<file path="src/rtl/alu_reservation_station.sv">
// Four-entry ALU reservation station: rename-side capture, CDB wakeup with
// same-cycle bypass, lowest-index select and a registered valid/ready issue slot.

module alu_rs_entry #(
  parameter int WIDTH   = 31,
  parameter int A_WIDTH = 3,
  parameter int ROB     = 2
) (
  input  logic           clk,
  input  logic           resetN,
  input  logic           flush,
  input  logic           wr,
  input  logic           free,
  input  logic [WIDTH:0] value1,
  input  logic [WIDTH:0] value2,
  input  logic           ready1,
  input  logic           ready2,
  input  logic [ROB:0]   rob1,
  input  logic [ROB:0]   rob2,
  input  logic [ROB:0]   destRob,
  input  logic [A_WIDTH:0] aluCntrl,
  input  logic           cdbValid,
  input  logic [ROB:0]   cdbTag,
  input  logic [WIDTH:0] cdbValue,
  output logic           busy,
  output logic           rdy1,
  output logic           rdy2,
  output logic [WIDTH:0] val1,
  output logic [WIDTH:0] val2,
  output logic [A_WIDTH:0] cntrl,
  output logic [ROB:0]   dest
);
  logic [ROB:0] tag1, tag2;
  logic byp1, byp2, wake1, wake2;

  // Incoming operands can be satisfied by the CDB in the very cycle they are written.
  assign byp1  = !ready1 && cdbValid && (rob1 == cdbTag);
  assign byp2  = !ready2 && cdbValid && (rob2 == cdbTag);
  assign wake1 = busy && !rdy1 && cdbValid && (tag1 == cdbTag);
  assign wake2 = busy && !rdy2 && cdbValid && (tag2 == cdbTag);

  always_ff @(posedge clk or negedge resetN) begin
    if (!resetN) begin
      busy  <= 1'b0;
      rdy1  <= 1'b0;
      rdy2  <= 1'b0;
      val1  <= '0;
      val2  <= '0;
      tag1  <= '0;
      tag2  <= '0;
      cntrl <= '0;
      dest  <= '0;
    end else if (flush) begin
      busy <= 1'b0;
    end else if (wr) begin
      busy  <= 1'b1;
      rdy1  <= ready1 | byp1;
      rdy2  <= ready2 | byp2;
      val1  <= byp1 ? cdbValue : value1;
      val2  <= byp2 ? cdbValue : value2;
      tag1  <= rob1;
      tag2  <= rob2;
      cntrl <= aluCntrl;
      dest  <= destRob;
    end else begin
      if (free) busy <= 1'b0;
      if (wake1) begin
        rdy1 <= 1'b1;
        val1 <= cdbValue;
      end
      if (wake2) begin
        rdy2 <= 1'b1;
        val2 <= cdbValue;
      end
    end
  end
endmodule

module alu_reservation_station #(
  parameter int WIDTH   = 31,
  parameter int A_WIDTH = 3,
  parameter int ALU     = 3,
  parameter int ROB     = 2
) (
  input  logic             clk,
  input  logic             resetN,
  input  logic [ALU:0]     ALURequests,
  input  logic [WIDTH:0]   value1,
  input  logic [WIDTH:0]   value2,
  input  logic             ready1,
  input  logic             ready2,
  input  logic [ROB:0]     rob1,
  input  logic [ROB:0]     rob2,
  input  logic [ROB:0]     destRob,
  input  logic [A_WIDTH:0] aluCntrl,
  input  logic             cdbValid,
  input  logic [ROB:0]     cdbTag,
  input  logic [WIDTH:0]   cdbValue,
  input  logic             flush,
  input  logic             aluReady,
  output logic [ALU:0]     ALUBusyVector,
  output logic             issueValid,
  output logic [WIDTH:0]   issueOp1,
  output logic [WIDTH:0]   issueOp2,
  output logic [A_WIDTH:0] issueCntrl,
  output logic [ROB:0]     issueRob,
  output logic             writeConflict
);
  logic [ALU:0]              busy, rdy1, rdy2, elig, grant, wr_en, free;
  logic [ALU:0][WIDTH:0]     val1, val2;
  logic [ALU:0][A_WIDTH:0]   cntrl;
  logic [ALU:0][ROB:0]       dest;
  logic                      req_ok, conflict, load;
  logic [WIDTH:0]            sel_op1, sel_op2;
  logic [A_WIDTH:0]          sel_cntrl;
  logic [ROB:0]              sel_dest;

  // Busy is the registered view, so an entry freed this cycle still conflicts.
  assign req_ok   = $onehot(ALURequests) && ((ALURequests & busy) == '0);
  assign conflict = (|ALURequests) && !req_ok;
  assign wr_en    = (req_ok && !flush) ? ALURequests : '0;
  assign elig     = busy & rdy1 & rdy2;
  assign load     = (!issueValid || aluReady) && (|elig) && !flush;
  assign free     = load ? grant : '0;
  assign ALUBusyVector = busy;

  for (genvar i = 0; i <= ALU; i++) begin : g_ent
    alu_rs_entry #(.WIDTH(WIDTH), .A_WIDTH(A_WIDTH), .ROB(ROB)) u_ent (
      .clk      (clk),
      .resetN   (resetN),
      .flush    (flush),
      .wr       (wr_en[i]),
      .free     (free[i]),
      .value1   (value1),
      .value2   (value2),
      .ready1   (ready1),
      .ready2   (ready2),
      .rob1     (rob1),
      .rob2     (rob2),
      .destRob  (destRob),
      .aluCntrl (aluCntrl),
      .cdbValid (cdbValid),
      .cdbTag   (cdbTag),
      .cdbValue (cdbValue),
      .busy     (busy[i]),
      .rdy1     (rdy1[i]),
      .rdy2     (rdy2[i]),
      .val1     (val1[i]),
      .val2     (val2[i]),
      .cntrl    (cntrl[i]),
      .dest     (dest[i])
    );
  end

  // Lowest-index eligible entry wins; grant is one-hot so the mux is a plain OR.
  always_comb begin
    grant     = '0;
    sel_op1   = '0;
    sel_op2   = '0;
    sel_cntrl = '0;
    sel_dest  = '0;
    for (int i = 0; i <= ALU; i++) begin
      if (elig[i] && grant == '0) grant[i] = 1'b1;
    end
    for (int i = 0; i <= ALU; i++) begin
      if (grant[i]) begin
        sel_op1   = sel_op1   | val1[i];
        sel_op2   = sel_op2   | val2[i];
        sel_cntrl = sel_cntrl | cntrl[i];
        sel_dest  = sel_dest  | dest[i];
      end
    end
  end

  always_ff @(posedge clk or negedge resetN) begin
    if (!resetN) begin
      issueValid    <= 1'b0;
      issueOp1      <= '0;
      issueOp2      <= '0;
      issueCntrl    <= '0;
      issueRob      <= '0;
      writeConflict <= 1'b0;
    end else begin
      if (conflict) writeConflict <= 1'b1;
      if (flush) begin
        issueValid <= 1'b0;
      end else if (load) begin
        issueValid <= 1'b1;
        issueOp1   <= sel_op1;
        issueOp2   <= sel_op2;
        issueCntrl <= sel_cntrl;
        issueRob   <= sel_dest;
      end else if (aluReady) begin
        issueValid <= 1'b0;
      end
    end
  end
endmodule

</file>
<file path="config.mk">
export PLATFORM = sky130hd
export DESIGN_NAME = alu_reservation_station
export DESIGN_NICKNAME = d
export VERILOG_FILES = /design/src/rtl/alu_reservation_station.sv
export SDC_FILE = /design/constraint.sdc
export NUM_CORES = 1
export LEC_CHECK = 0
export ABC_CLOCK_PERIOD_IN_PS = 4500
export CAP_MARGIN = 25
export CORE_UTILIZATION = 60
export CTS_BUF_LIST = sky130_fd_sc_hd__clkbuf_8
export DETAILED_ROUTE_END_ITERATION = 12
export PLACE_DENSITY = 0.83
export SLEW_MARGIN = 20
export SYNTH_ARGS = -nofsm -noshare
export SYNTH_HDL_FRONTEND = slang
export SYNTH_SLANG_ARGS = --single-unit
</file>
<file path="constraint.sdc">
create_clock -name clk -period 4.5 [get_ports clk]
set_input_delay 0.9 -clock clk [delete_from_list [all_inputs] [get_ports clk]]
set_output_delay 0.9 -clock clk [all_outputs]
set_load 0.005 [all_outputs]
</file>
### Yosys cells after proc, flatten, opt, wreduce, memory -nomap -nowiden

Cells that the tools add are included.

* add/sub/neg operators: 3
* bitwise logic cells: 19
* mux-type cells: 71
* reductions and logical operators: 81
* equality and inequality tests: 11

Operators with widths (count)
* $mux 32: 26
* $or 32x32->32: 6
* $logic_and 1x1->1: 36
* $mux 1: 35
* $eq 3x3->1: 10
* $reduce_and 2->1: 13
* $mux 4: 6
* $reduce_bool 2->1: 8
* $reduce_bool 3->1: 5
* $logic_not 1->1: 13
* $and 4x4->4: 3
* $mux 3: 4
* $or 4x4->4: 3
* $or 3x3->3: 3
* $reduce_or 4->1: 2
* $add 1x1->2: 2
* $logic_not 4->1: 1
* $add 2x2->3: 1
* $eq 3x1->1 const B: 1
* $logic_not 3->1: 1
* $logic_not 2->1: 1
* $not 1->1: 2
* $or 1x1->1: 2
* $logic_or 1x1->1: 1

* input port bits: 123
* word-level logic and storage cells: 227
* output and inout bits: 77
* bits in registers: 393

### Logic depth before layout (Yosys ltp)

* depth in word-level cells: 16
* depth in mapped cells: 13

### Cells and area by module

A second synthesis with hierarchy kept.

* cells, all modules: 1780
* area, all modules: 22675.5 um^2

By module, submodules not included
* alu_rs_entry: cells an instance 294, seq. area each 2001.9 um^2, instances 4, area an instance 4262.8 um^2
* alu_reservation_station: cells an instance 604, seq. area each 1826.8 um^2, instances 1, area an instance 5624.1 um^2

### Worst setup path before layout

No wires, ideal clock.

* path kind: input to register
* start point: input port ALURequests[0]
* end point: register g_ent[0].u_ent.val2[16]
* buffers on the path: 2
* stages on the path: 11
* setup time: 123 ps
* data arrival time: 3311 ps
* slack: 1066 ps
* cells stage by stage: inv_1 fa_1 inv_1 ha_1 ha_1 nor3b_2 nand4_2 buf_2 buf_6 or3_1 o221a_2

* word-level cells in the longest chain between the ends: 8

Ends and longest elaborated chain
* start: declaration: line 87 `input logic [ALU:0] ALURequests,`
* $add 1x1->2 (implied by the code): line 119 `assign req_ok = $onehot(ALURequests) && ((ALURequests & busy) == '0);`
* $add 2x2->3 (implied by the code): line 119
* $eq 3x1->1: line 119
* $logic_and 1x1->1: line 119
* $logic_and 1x1->1: line 121 `assign wr_en = (req_ok && !flush) ? ALURequests : '0;`
* $mux 4 *: line 121
* $reduce_bool 2->1 (no source line)
* $reduce_and 2->1 (no source line)
* end signal: assignment: line 60 `val2 <= byp2 ? cdbValue : value2;`
* end signal: assignment: line 73 `val2 <= cdbValue;`
* end: declaration: line 29 `output logic [WIDTH:0] val2,`

Mark *: on every way between the ends. The rest lies on a longest branch, timed or not.
A chain may end at the register's enable or synchronous reset.

### Worst setup path in the final report

* start point: input port ALURequests[0]
* end point: register g_ent[0].u_ent.val1[13]

* word-level cells in the longest chain between the ends: 8

Ends and longest elaborated chain
* $add 1x1->2 (implied by the code): line 119
* $add 2x2->3 (implied by the code): line 119
* $eq 3x1->1: line 119
* $logic_and 1x1->1: line 119
* $logic_and 1x1->1: line 121
* $mux 4 *: line 121
* $reduce_bool 2->1 (no source line)
* $reduce_and 2->1 (no source line)
* end signal: assignment: line 59 `val1 <= byp1 ? cdbValue : value1;`
* end signal: assignment: line 69 `val1 <= cdbValue;`
* end: declaration: line 28 `output logic [WIDTH:0] val1,`

Marked as above.

==> flow_metrics.py <==
metrics = {
    "sta": {
        "max_clock_skew_ps": 31.5,
        "timing_worst_slew_pin_value_ps": 1100,
        "achievable-frequency_ghz": 0.259,
        "rsz0062_at_grt": "false",
        "timing.final.setup_violations": 0,
        "timing.max_slew.rel_slack": 0.266,
        "period_minus_slack_ps": 3860,
        "hold-worst-slack_ps": 282,
        "finalCritPeriodShare": 0.858,
        "final_hold_violation_count": 0,
        "slew_violations": 0,
        "fin_tns_setup_ps": 0,
    },
    "synth": {
        "synth-seq-area-share": 0.494,
        "yosysUniqueCellTypes": 46,
        "postSynthNetCount": 1901,
        "synth_edf_count": 0,
        "synthesis.area_um2": 19900,
        "postSynth.topFlopCell": "sky130_fd_sc_hd__dfrtp_1",
        "post_synth_inst_count": 1774,
        "postSynthAreaPerCell_um2": 11.2,
        "total_of_flip_flops_plus_latches_after_synthesis": 393,
        "ys_async_sr_fraction": 1.00,
        "yosysWarnings": 0,
    },
    "global_routing": {
        "via_count_of_the_first_global_routing_pass": 17272,
        "pin_count_of_the_biggest_net_entering_global_routing": 110,
        "grt_pass1_wl_um": 98800,
        "grt_antenna_before_repair": 0,
        "grt_use_total": 0.378,
        "grt.overflow.total": 0,
    },
    "cells_and_area": {
        "postLayoutCoreUtil": 0.721,
        "synthesis_to_finish_area_growth_pct": 18.1,
        "mostFrequentLayoutCell": "sky130_fd_sc_hd__dfrtp_1",
        "final_layout_size_suffix_gt1_frac": 0.201,
        "final_net_count": 2002,
        "antenna_cells_inserted": 0,
        "layoutNonFillerInstCount": 2360,
        "most-common-layout-cells": "sky130_fd_sc_hd__dfrtp_1, sky130_fd_sc_hd__or3_1, sky130_fd_sc_hd__clkdlybuf4s50_1",
    },
    "placed_design": {
        "placed_cells_incl_taps": 2247,
        "gp_congestion": 0.881,
        "post-dp-hpwl_um": 37200,
        "buffer_ports.inserted": 199,
    },
    "floorplan": {
        "boundaryPins": 200,
        "fp.coreArea_um2": 32600,
        "dieWidth_um": 184,
        "design.die.area_um2": 33900,
        "die_height_um": 184,
        "placement_rows": 66,
        "initial_cell_density_of_the_core": 0.610,
    },
    "setup_path": {
        "ff2ff_setup_slack_ps": 1520,
        "critical-path-slowest-cell": "sky130_fd_sc_hd__fa_1",
        "type_of_destination_of_the_critical_path": "flop",
        "startpoint_of_the_most_critical_register_to_register_path": "g_ent[1].u_ent.busy",
        "worst_r2r_path_depth": 6,
        "worst-path-max-fanout": 44,
        "critPathRequiredTime_ps": 4970,
        "critPathLaunchType": "input pin",
        "criticalPathCategory": "input pin to flop",
        "worstPathCellList": "clkdlybuf4s50_1 > inv_1 > fa_1 > inv_1 > ha_1 > ha_1 > nor3b_2 > buf_4 > nand4_4 > buf_12 > or3_1 > o221a_1",
        "reg2reg_to": "g_ent[1].u_ent.val2[11]",
        "cpPeakStageDelay_ps": 550,
        "worst_ep_arrival_time_ps": 4330,
    },
    "power_and_ir_drop": {
        "p_clk_frac": 0.224,
        "p_comb_frac": 0.310,
        "p_int_mw": 9.18,
        "switching_share": 0.319,
        "power_per_cell_area_nw_per_um2": 573,
        "ir_drop_v": 0.000348,
        "p_leak_nw": 9.49,
        "power.share.sequential": 0.466,
        "p_sw_mw": 4.30,
    },
    "drt": {
        "route.detailed.drc": 0,
        "detailedRoute.firstPassIterationCount": 5,
        "drtAntennaViolNets": 0,
        "dr_total_vias": 17142,
        "wirelength_um": 62900,
        "detailedRoute.firstIterationViolations": 1946,
        "route.detailed.vias_per_inst": 7.26,
        "route.detailed.wl_per_inst_um": 26.6,
    },
    "clock_network": {
        "postCtsResizedCells": 0,
        "cts_post_setup_buffers_inserted": 0,
        "clock-root-buffer": "sky130_fd_sc_hd__clkbuf_8",
        "cts_hold_repair.buffers": 0,
        "cts.sink_count": 393,
        "clock_tree.buffer_depth": 3,
        "cts-htree-levels": 3,
        "clk_pin_slew_worst_paths_ps": 60,
        "numCtsBuffers": 67,
        "cts_tree": "done",
        "worst_skew_pair.late_latency_ps": 610,
    },
    "worst_hold_path": {
        "worstHoldPathType": "input pin to asynchronous set/reset pin",
    },
    "status": {
        "outcome": "complete, no violations",
    },
    "job": {
        "drv_cap": 0,
    },
}
## area by class of cell
type                       instances  area, um^2
timing repair buffer             263        2740
sequential                       393        9840
inverter                           7        26.3
tap                              442         553
fill                            2235        9110
clock buffer                      76        1050
clock inverter                    36         168
multi-input combinational       1143        9150
## critical path: cells and delay by family
family | cells | cell delay [ps]
AND/OR/NAND/NOR | 3 | 1050
buffers and inverters | 5 | 1170
adder cells (fa/ha/maj) | 3 | 1020
AO/OA/AOI/OAI | 1 | 140
## power by group through the flow
stage,clock network [mW],logic (mW),registers [mW]
5_1_grt,3.20,4.48,6.46
4_1_cts,3.03,4.14,6.25
2_1_floorplan,0,2.67,5.97
3_3_place_gp,0,3.95,6.19
3_5_place_dp,0,4.14,6.26
6_report,3.02,4.18,6.28
## metrics by stage
step / cell area (um^2) / power [mW] / setup slack [ps]
after floorplan: 19900 / 8.64 / 1070
after global placement: 22100 / 10.1 / 168
after detailed placement: 22300 / 10.4 / 88.7
after CTS: 23500 / 13.4 / 696
after global routing: 23500 / 14.1 / 514
final: 23500 / 13.5 / 638
## synth_stat cells, types with 70 or more instances
master                        n  area, um^2
sky130_fd_sc_hd__o221a_2    126        1420
sky130_fd_sc_hd__a311oi_1    71         622
sky130_fd_sc_hd__buf_2       74         370
sky130_fd_sc_hd__mux2_2      70         788
sky130_fd_sc_hd__clkbuf_1   104         390
sky130_fd_sc_hd__o2bb2ai_1   71         622
sky130_fd_sc_hd__or3_1      256        1600
sky130_fd_sc_hd__dfrtp_1    393        9830
sky130_fd_sc_hd__o221a_1    130        1460
sky130_fd_sc_hd__and4_1      75         657
sky130_fd_sc_hd__nor2_1      74         278
sky130_fd_sc_hd__nand2_1    160         601
## layer usage
layer / global-route usage / vias to the layer above / wire length [um]
met3: 0.0966 / 209 / 7570
met1: 0.512 / 8552 / 24400
li1: - / 7098 / -
met5: 0 / - / 0
met4: 0.175 / 0 / 2290
met2: 0.574 / 1283 / 28600
## worst max path at each step
stage                         startpoint                      end  slack, ps  depth (start not counted)
after global placement    ALURequests[0]  g_ent[1].u_ent.val2[31]        170                         11
after global routing      ALURequests[0]  g_ent[0].u_ent.val1[13]        510                         12
final                     ALURequests[0]  g_ent[0].u_ent.val1[13]        640                         12
after detailed placement  ALURequests[0]   g_ent[3].u_ent.val2[2]         90                         11
after CTS                 ALURequests[0]  g_ent[0].u_ent.val1[13]        700                         12
after floorplan           ALURequests[0]  g_ent[0].u_ent.val2[16]       1070                         11
## kinds of logic (layout without fill, tap and decap cells)
logic type | after synthesis | in the layout | share of synthesized area
AND/OR/NAND/NOR | 616 | 616 | 0.179
AO/OA/AOI/OAI | 422 | 422 | 0.217
flip-flops | 393 | 393 | 0.494
buffers and inverters | 238 | 382 | 0.0537
multiplexers | 71 | 71 | 0.0402
XOR/XNOR | 30 | 30 | 0.0132
adder cells (fa/ha/maj) | 4 | 4 | 0.00289
## state kept, by name, summed over array words and instances, names as in the netlist
register           cells
issueOp2              32
issueValid             1
g_ent.u_ent.val2     128
g_ent.u_ent.tag2      12
g_ent.u_ent.cntrl     16
g_ent.u_ent.tag1      12
g_ent.u_ent.rdy2       4
issueCntrl             4
g_ent.u_ent.rdy1       4
g_ent.u_ent.val1     128
g_ent.u_ent.dest      12
writeConflict          1
issueRob               3
g_ent.u_ent.busy       4
issueOp1              32
Power figures use the tool's default switching activity.
